`src/rtl/hash_update_arbiter.sv`:
```
// rtl/hash_update_arbiter.sv - 4-way round-robin hash-update arbiter with burst hold and registered output
// Optional HASH_ARB_STATS_EN adds per-requester grant counters and an output stall counter.
module hash_update_arbiter #(
   parameter int DATA_W    = 128,
   parameter int MAX_BURST = 4
) (
   input  logic                  clk,
   input  logic                  rst_n,
   input  logic [3:0]            in_valid,
   input  logic [4*DATA_W-1:0]   in_data,
   output logic [3:0]            in_ready,
   output logic                  out_valid,
   output logic [DATA_W-1:0]     out_data,
   output logic [1:0]            out_sel,
   input  logic                  out_ready,
`ifdef HASH_ARB_STATS_EN
   output logic [3:0][31:0]      stat_grant_cnt,
   output logic [31:0]           stat_stall_cnt,
`endif
   output logic                  busy
);

   localparam logic [3:0] MB = 4'(MAX_BURST);

   typedef enum logic {ST_ARB, ST_HOLD} state_t;

   state_t              r_state, w_state_nxt;
   logic [1:0]          r_rr_ptr, r_owner, w_rr_nxt, w_owner_nxt;
   logic [1:0]          w_base, w_idx, w_winner, w_gidx;
   logic [3:0]          r_burst_cnt, w_burst_nxt;
   logic                w_load, w_others, w_keep, w_found, w_grant;
   logic [DATA_W-1:0]   w_gdata;
   logic                r_out_valid;
   logic [DATA_W-1:0]   r_out_data;
   logic [1:0]          r_out_sel;

   always_comb begin
      w_load      = !r_out_valid || out_ready;
      w_others    = |(in_valid & ~(4'b0001 << r_owner));
      w_keep      = (r_state == ST_HOLD) && in_valid[r_owner] &&
                    ((r_burst_cnt < MB) || !w_others);
      // Leaving HOLD searches from owner+1 in the same cycle, so no bubble
      w_base      = (r_state == ST_HOLD) ? r_owner + 2'd1 : r_rr_ptr;
      w_found     = 1'b0;
      w_winner    = 2'd0;
      w_idx       = 2'd0;
      for (int k = 3; k >= 0; k--) begin
         w_idx = w_base + 2'(k);
         if (in_valid[w_idx]) begin
            w_found  = 1'b1;
            w_winner = w_idx;
         end
      end

      w_state_nxt = r_state;
      w_rr_nxt    = r_rr_ptr;
      w_owner_nxt = r_owner;
      w_burst_nxt = r_burst_cnt;
      w_grant     = 1'b0;
      w_gidx      = 2'd0;
      if (w_load) begin
         if (w_keep) begin
            w_grant     = 1'b1;
            w_gidx      = r_owner;
            w_burst_nxt = (r_burst_cnt < MB) ? r_burst_cnt + 4'd1 : r_burst_cnt;
         end else begin
            if (r_state == ST_HOLD)
               w_rr_nxt = r_owner + 2'd1;
            w_state_nxt = ST_ARB;
            if (w_found) begin
               w_grant = 1'b1;
               w_gidx  = w_winner;
               if (MAX_BURST == 1) begin
                  w_rr_nxt = w_winner + 2'd1;
               end else begin
                  w_owner_nxt = w_winner;
                  w_burst_nxt = 4'd1;
                  w_state_nxt = ST_HOLD;
               end
            end
         end
      end

      in_ready = 4'b0000;
      if (w_grant && rst_n)
         in_ready = 4'b0001 << w_gidx;

      w_gdata = '0;
      for (int k = 0; k < 4; k++)
         if (w_gidx == 2'(k))
            w_gdata = in_data[k*DATA_W +: DATA_W];
   end

   always_ff @(posedge clk) begin
      if (!rst_n) r_state <= ST_ARB;
      else        r_state <= w_state_nxt;
   end

   always_ff @(posedge clk) begin
      if (!rst_n) begin
         r_rr_ptr    <= 2'd0;
         r_owner     <= 2'd0;
         r_burst_cnt <= 4'd0;
         r_out_valid <= 1'b0;
         r_out_data  <= '0;
         r_out_sel   <= 2'd0;
      end else begin
         r_rr_ptr    <= w_rr_nxt;
         r_owner     <= w_owner_nxt;
         r_burst_cnt <= w_burst_nxt;
         if (w_load) begin
            r_out_valid <= w_grant;
            if (w_grant) begin
               r_out_data <= w_gdata;
               r_out_sel  <= w_gidx;
            end
         end
      end
   end

`ifdef HASH_ARB_STATS_EN
   logic [3:0][31:0] r_grant_cnt;
   logic [31:0]      r_stall_cnt;

   always_ff @(posedge clk) begin
      if (!rst_n) begin
         r_grant_cnt <= '0;
         r_stall_cnt <= '0;
      end else begin
         for (int k = 0; k < 4; k++)
            if (in_valid[k] && in_ready[k])
               r_grant_cnt[k] <= r_grant_cnt[k] + 32'd1;
         if (r_out_valid && !out_ready)
            r_stall_cnt <= r_stall_cnt + 32'd1;
      end
   end

   assign stat_grant_cnt = r_grant_cnt;
   assign stat_stall_cnt = r_stall_cnt;
`endif

   assign out_valid = r_out_valid;
   assign out_data  = r_out_data;
   assign out_sel   = r_out_sel;
   assign busy      = r_out_valid | (|in_valid);

endmodule
```
`config.mk`:
```
export PLATFORM = sky130hd
export DESIGN_NAME = hash_update_arbiter
export DESIGN_NICKNAME = d
export VERILOG_FILES = /design/src/rtl/hash_update_arbiter.sv
export SDC_FILE = /design/constraint.sdc
export NUM_CORES = 1
export LEC_CHECK = 0
export ABC_AREA = 1
export CORE_AREA = 5 5 248 250
export DETAILED_ROUTE_END_ITERATION = 12
export DIE_AREA = 0 0 253 255
export PLACE_DENSITY = 0.39
export SETUP_SLACK_MARGIN = 0.5
export SLEW_MARGIN = 30
export SYNTH_ARGS = -nofsm -noshare
export SYNTH_HDL_FRONTEND = slang
export SYNTH_SLANG_ARGS = --single-unit
```
`constraint.sdc`:
```
create_clock -name clk -period 4.4 [get_ports clk]
set_input_delay 0.88 -clock clk [delete_from_list [all_inputs] [get_ports clk]]
set_output_delay 0.88 -clock clk [all_outputs]
set_load 0.1 [all_outputs]
```
==> metrics.txt <==
status finished clean; met1 Usage GRT 18.6%; Post-Syn Nets 2,109; cells after synthesis 1,585; most common cell in the netlist nand2_1; die area 64,500 um2; CP Buf/Inv Count 3; Reg area 2810 um2; RePlAce Congestion 0.960; number of top-level pins 655; Critical Path Source Type primary input; top-area cell type share of the netlist area 30.6%; dpl cells 2,929; sequential area share after synthesis 30.6%; P&R area growth vs syn 84.5%; first-pass GRT wire length 83,000 um; largest net degree at the start of global routing 163; final worst slack 0.608 ns; unrepaired setup endpoints after global routing false; Post-synth top flop dfxtp_1; CTS max path bufs 2; worst reg2reg path depth 20; CTS clock-pin slew for the worst setup and hold paths 0.06 ns; worst-skew pair later-pin latency 0.49 ns; CTS H-tree lvls 4; Crit path top cell by count nand3_1; synthesized area per cell 5.78 um2; Filler cells 6,665; Routed WL per cell 19.9 um; Synthesis Warnings 0; Peak Freq 264 MHz; DR vias 12,392; fin cells 2,969; reg-to-reg startpoint r_owner[0]; DRC 0; Slew Limit Fails 0; post-route clock skew 0.0229 ns; WP data arrival 2.91 ns; fin crit period 3.79 ns; initial antenna violation count 12; worst-path cell chain clkdlybuf4s50_1 > inv_1 > nand3_1 > nand3_1 > nand2_1 > nand3_2 > nand3_1 > nand3_2 > nand2_4 > nand2_4 > nor3_4 > buf_12; Setup-failing EPs final 0; power density over the cells 657 nW/um2; Power Total 0.0111 W; met2 usage 31.2%; initial drt markers 608; crit-path leading delay family simple AND/OR/NAND/NOR gates; gr ovfl total 0; DPL Wire Length 45,900 um; CTS tree built; synthesized flop and latch total 140; critical path class primary input to primary output; Tcrit/Tclk final 86.2%; pre-CTS setup slack 0.434 ns; EDFF count, synth 0; Area contributors post-synth dfxtp_1 (31%), nand2_1 (24%), o21ai_0 (7.2%); num rows 89; CTS Root Cell clkbuf_16; mapped cell area 9170 um2; drt total wl 59,000 um; Worst Hold Path Cells 2; Crit. End Element primary output; Crit Path Max Fanout 5; iteration count of the initial detailed-routing pass 5; Maximum Capacitance Violations 0; crit-path max cell delay 0.56 ns; FFs w/ async S/R, synth 0%; CTS Buf Count 17; Yosys cell types 33; Setup TNS 0 ns; Hold WC Path Type flop to flop; Post-Route Utilization 28.8%; vias in the first global route 12,464; Reg-to-Reg End out_data[100]; Worst-Margin Slew 1.05 ns; synth cell count leaders nand2_1 (598), nor2_1 (174), dfxtp_1 (140), o21ai_0 (132), nand3_1 (117); clock sink count 140; GR peak layer met2; Leak 7.38 nW; GRT Util Overall 17.3%; Hold Crit Endpoint r_burst_cnt[3]; internal reg-to-reg setup slack 1.31 ns; Die Span X 253 um; Synth area leader dfxtp_1; Vias/cell 4.17; Port Buf Inserts 654; ANT nets after route 0; final net count 2,702; Max VDD drop 0.437 mV; WP data required 3.52 ns; multi-input logic area 5430 um2; HP Start r_burst_cnt[3]; Initial Util 15.6%; Hold Vio Cnt, Final 0; share of cells above drive strength 1 6.57%; M3 GR Usage 6.68%; CORE AREA 58,800 um2; DIE HEIGHT 255 um; Worst path slowest cell clkdlybuf4s50_1; normalized max-slew margin 30.1%
[tightest hold or removal path: cells and delay by family (launching register included)]
kind / cells / cell delay [ns]
buf+inv: 1 / 0.06
simple gates: 1 / 0.05
flops: 1 / 0.30
[area by class of cell]
type / instances / area share, %
Antenna cell: 5 / 0.0740
Clock buffer: 23 / 2.83
Clock inverter: 9 / 0.666
Inverter: 110 / 2.50
Multi-Input combinational cell: 1225 / 32.1
Sequential cell: 140 / 16.6
Tap cell: 773 / 5.72
Timing Repair Buffer: 684 / 39.5
[placed cells by master (no fill, tap or decap), types with 2 or more instances in the layout]
| cell | netlist | routed |
|---|---|---|
| nand3_1 | 117 | 117 |
| ha_1 | 5 | 5 |
| bufinv_16 | 0 | 2 |
| inv_1 | 102 | 102 |
| o22ai_1 | 2 | 2 |
| clkbuf_16 | 0 | 17 |
| nor3_1 | 32 | 30 |
| diode_2 | 0 | 5 |
| buf_12 | 0 | 11 |
| nand2_2 | 2 | 4 |
| o21ai_0 | 132 | 131 |
| dfxtp_2 | 0 | 2 |
| clkinv_4 | 0 | 4 |
| o211ai_1 | 5 | 5 |
| inv_4 | 1 | 2 |
| o21ai_1 | 28 | 29 |
| nand4_1 | 43 | 43 |
| nand3_2 | 5 | 4 |
| nor2_1 | 174 | 171 |
| a21oi_1 | 58 | 58 |
| nand2_1 | 598 | 596 |
| nand3b_1 | 11 | 11 |
| buf_4 | 17 | 31 |
| clkbuf_1 | 54 | 3 |
| clkinv_2 | 0 | 2 |
| clkdlybuf4s50_1 | 0 | 601 |
| clkbuf_8 | 0 | 3 |
| inv_2 | 5 | 4 |
| buf_2 | 32 | 40 |
| a21oi_2 | 2 | 2 |
| nor2_4 | 1 | 4 |
| dfxtp_1 | 140 | 138 |
| nand2_4 | 5 | 5 |
[flip-flops by register name (all words and copies together), names as in the netlist]
name,flops
out_data,128
r_burst_cnt,4
out_sel,2
r_owner,2
r_rr_ptr,2
out_valid,1
r_state,1
[layer usage]
metal | part of all wire [%] | wire, um
met5 | 0.16 | 96
met4 | 2.7 | 1590
met3 | 8.5 | 5000
met2 | 51 | 30000
met1 | 38 | 22300
[report_power, final]
group / internal [W] / leakage [nW] / switching, W
registers: 0.00167 / 1.16 / 0.000196
logic: 0.00202 / 5.93 / 0.00569
clock network: 0.000880 / 0.287 / 0.000657
[repair_timing]
| action | CTS | global route |
|---|---|---|
| resized for setup | 2 | 7 |
| setup buffers | 0 | 3 |
| endpoints found under the setup margin | 2 | 4 |
| hold buffers | 0 | 0 |
| pin swaps | 0 | 2 |
[kinds of logic after synthesis]
logic type / share of synthesized area (%)
and+or+nand+nor: 45.3
AOI/OAI and AO/OA: 12.6
buffers and inverters: 10.7
DFF: 30.6
adders and majority gates: 0.683
xor gates and xnor gates: 0.0956
[per-stage QoR]
stage	hold slack [ns]	instance area, um2
2_1_floorplan	0.423	9180
3_3_place_gp	0.438	16500
3_5_place_dp	0.442	16300
4_1_cts	0.452	16900
5_1_grt	0.478	16900
6_report	0.447	16900
[worst max-delay path by stage]
stage	to	depth (start not counted)	start
after floorplan	in_ready[0]	10	out_valid
after global placement	in_ready[1]	12	in_valid[1]
after detailed placement	in_ready[1]	12	in_valid[1]
after CTS	in_ready[3]	12	in_valid[1]
after global routing	in_ready[1]	12	in_valid[3]
final	in_ready[1]	12	in_valid[3]
Note: power is estimated with default switching activity, not from simulation.
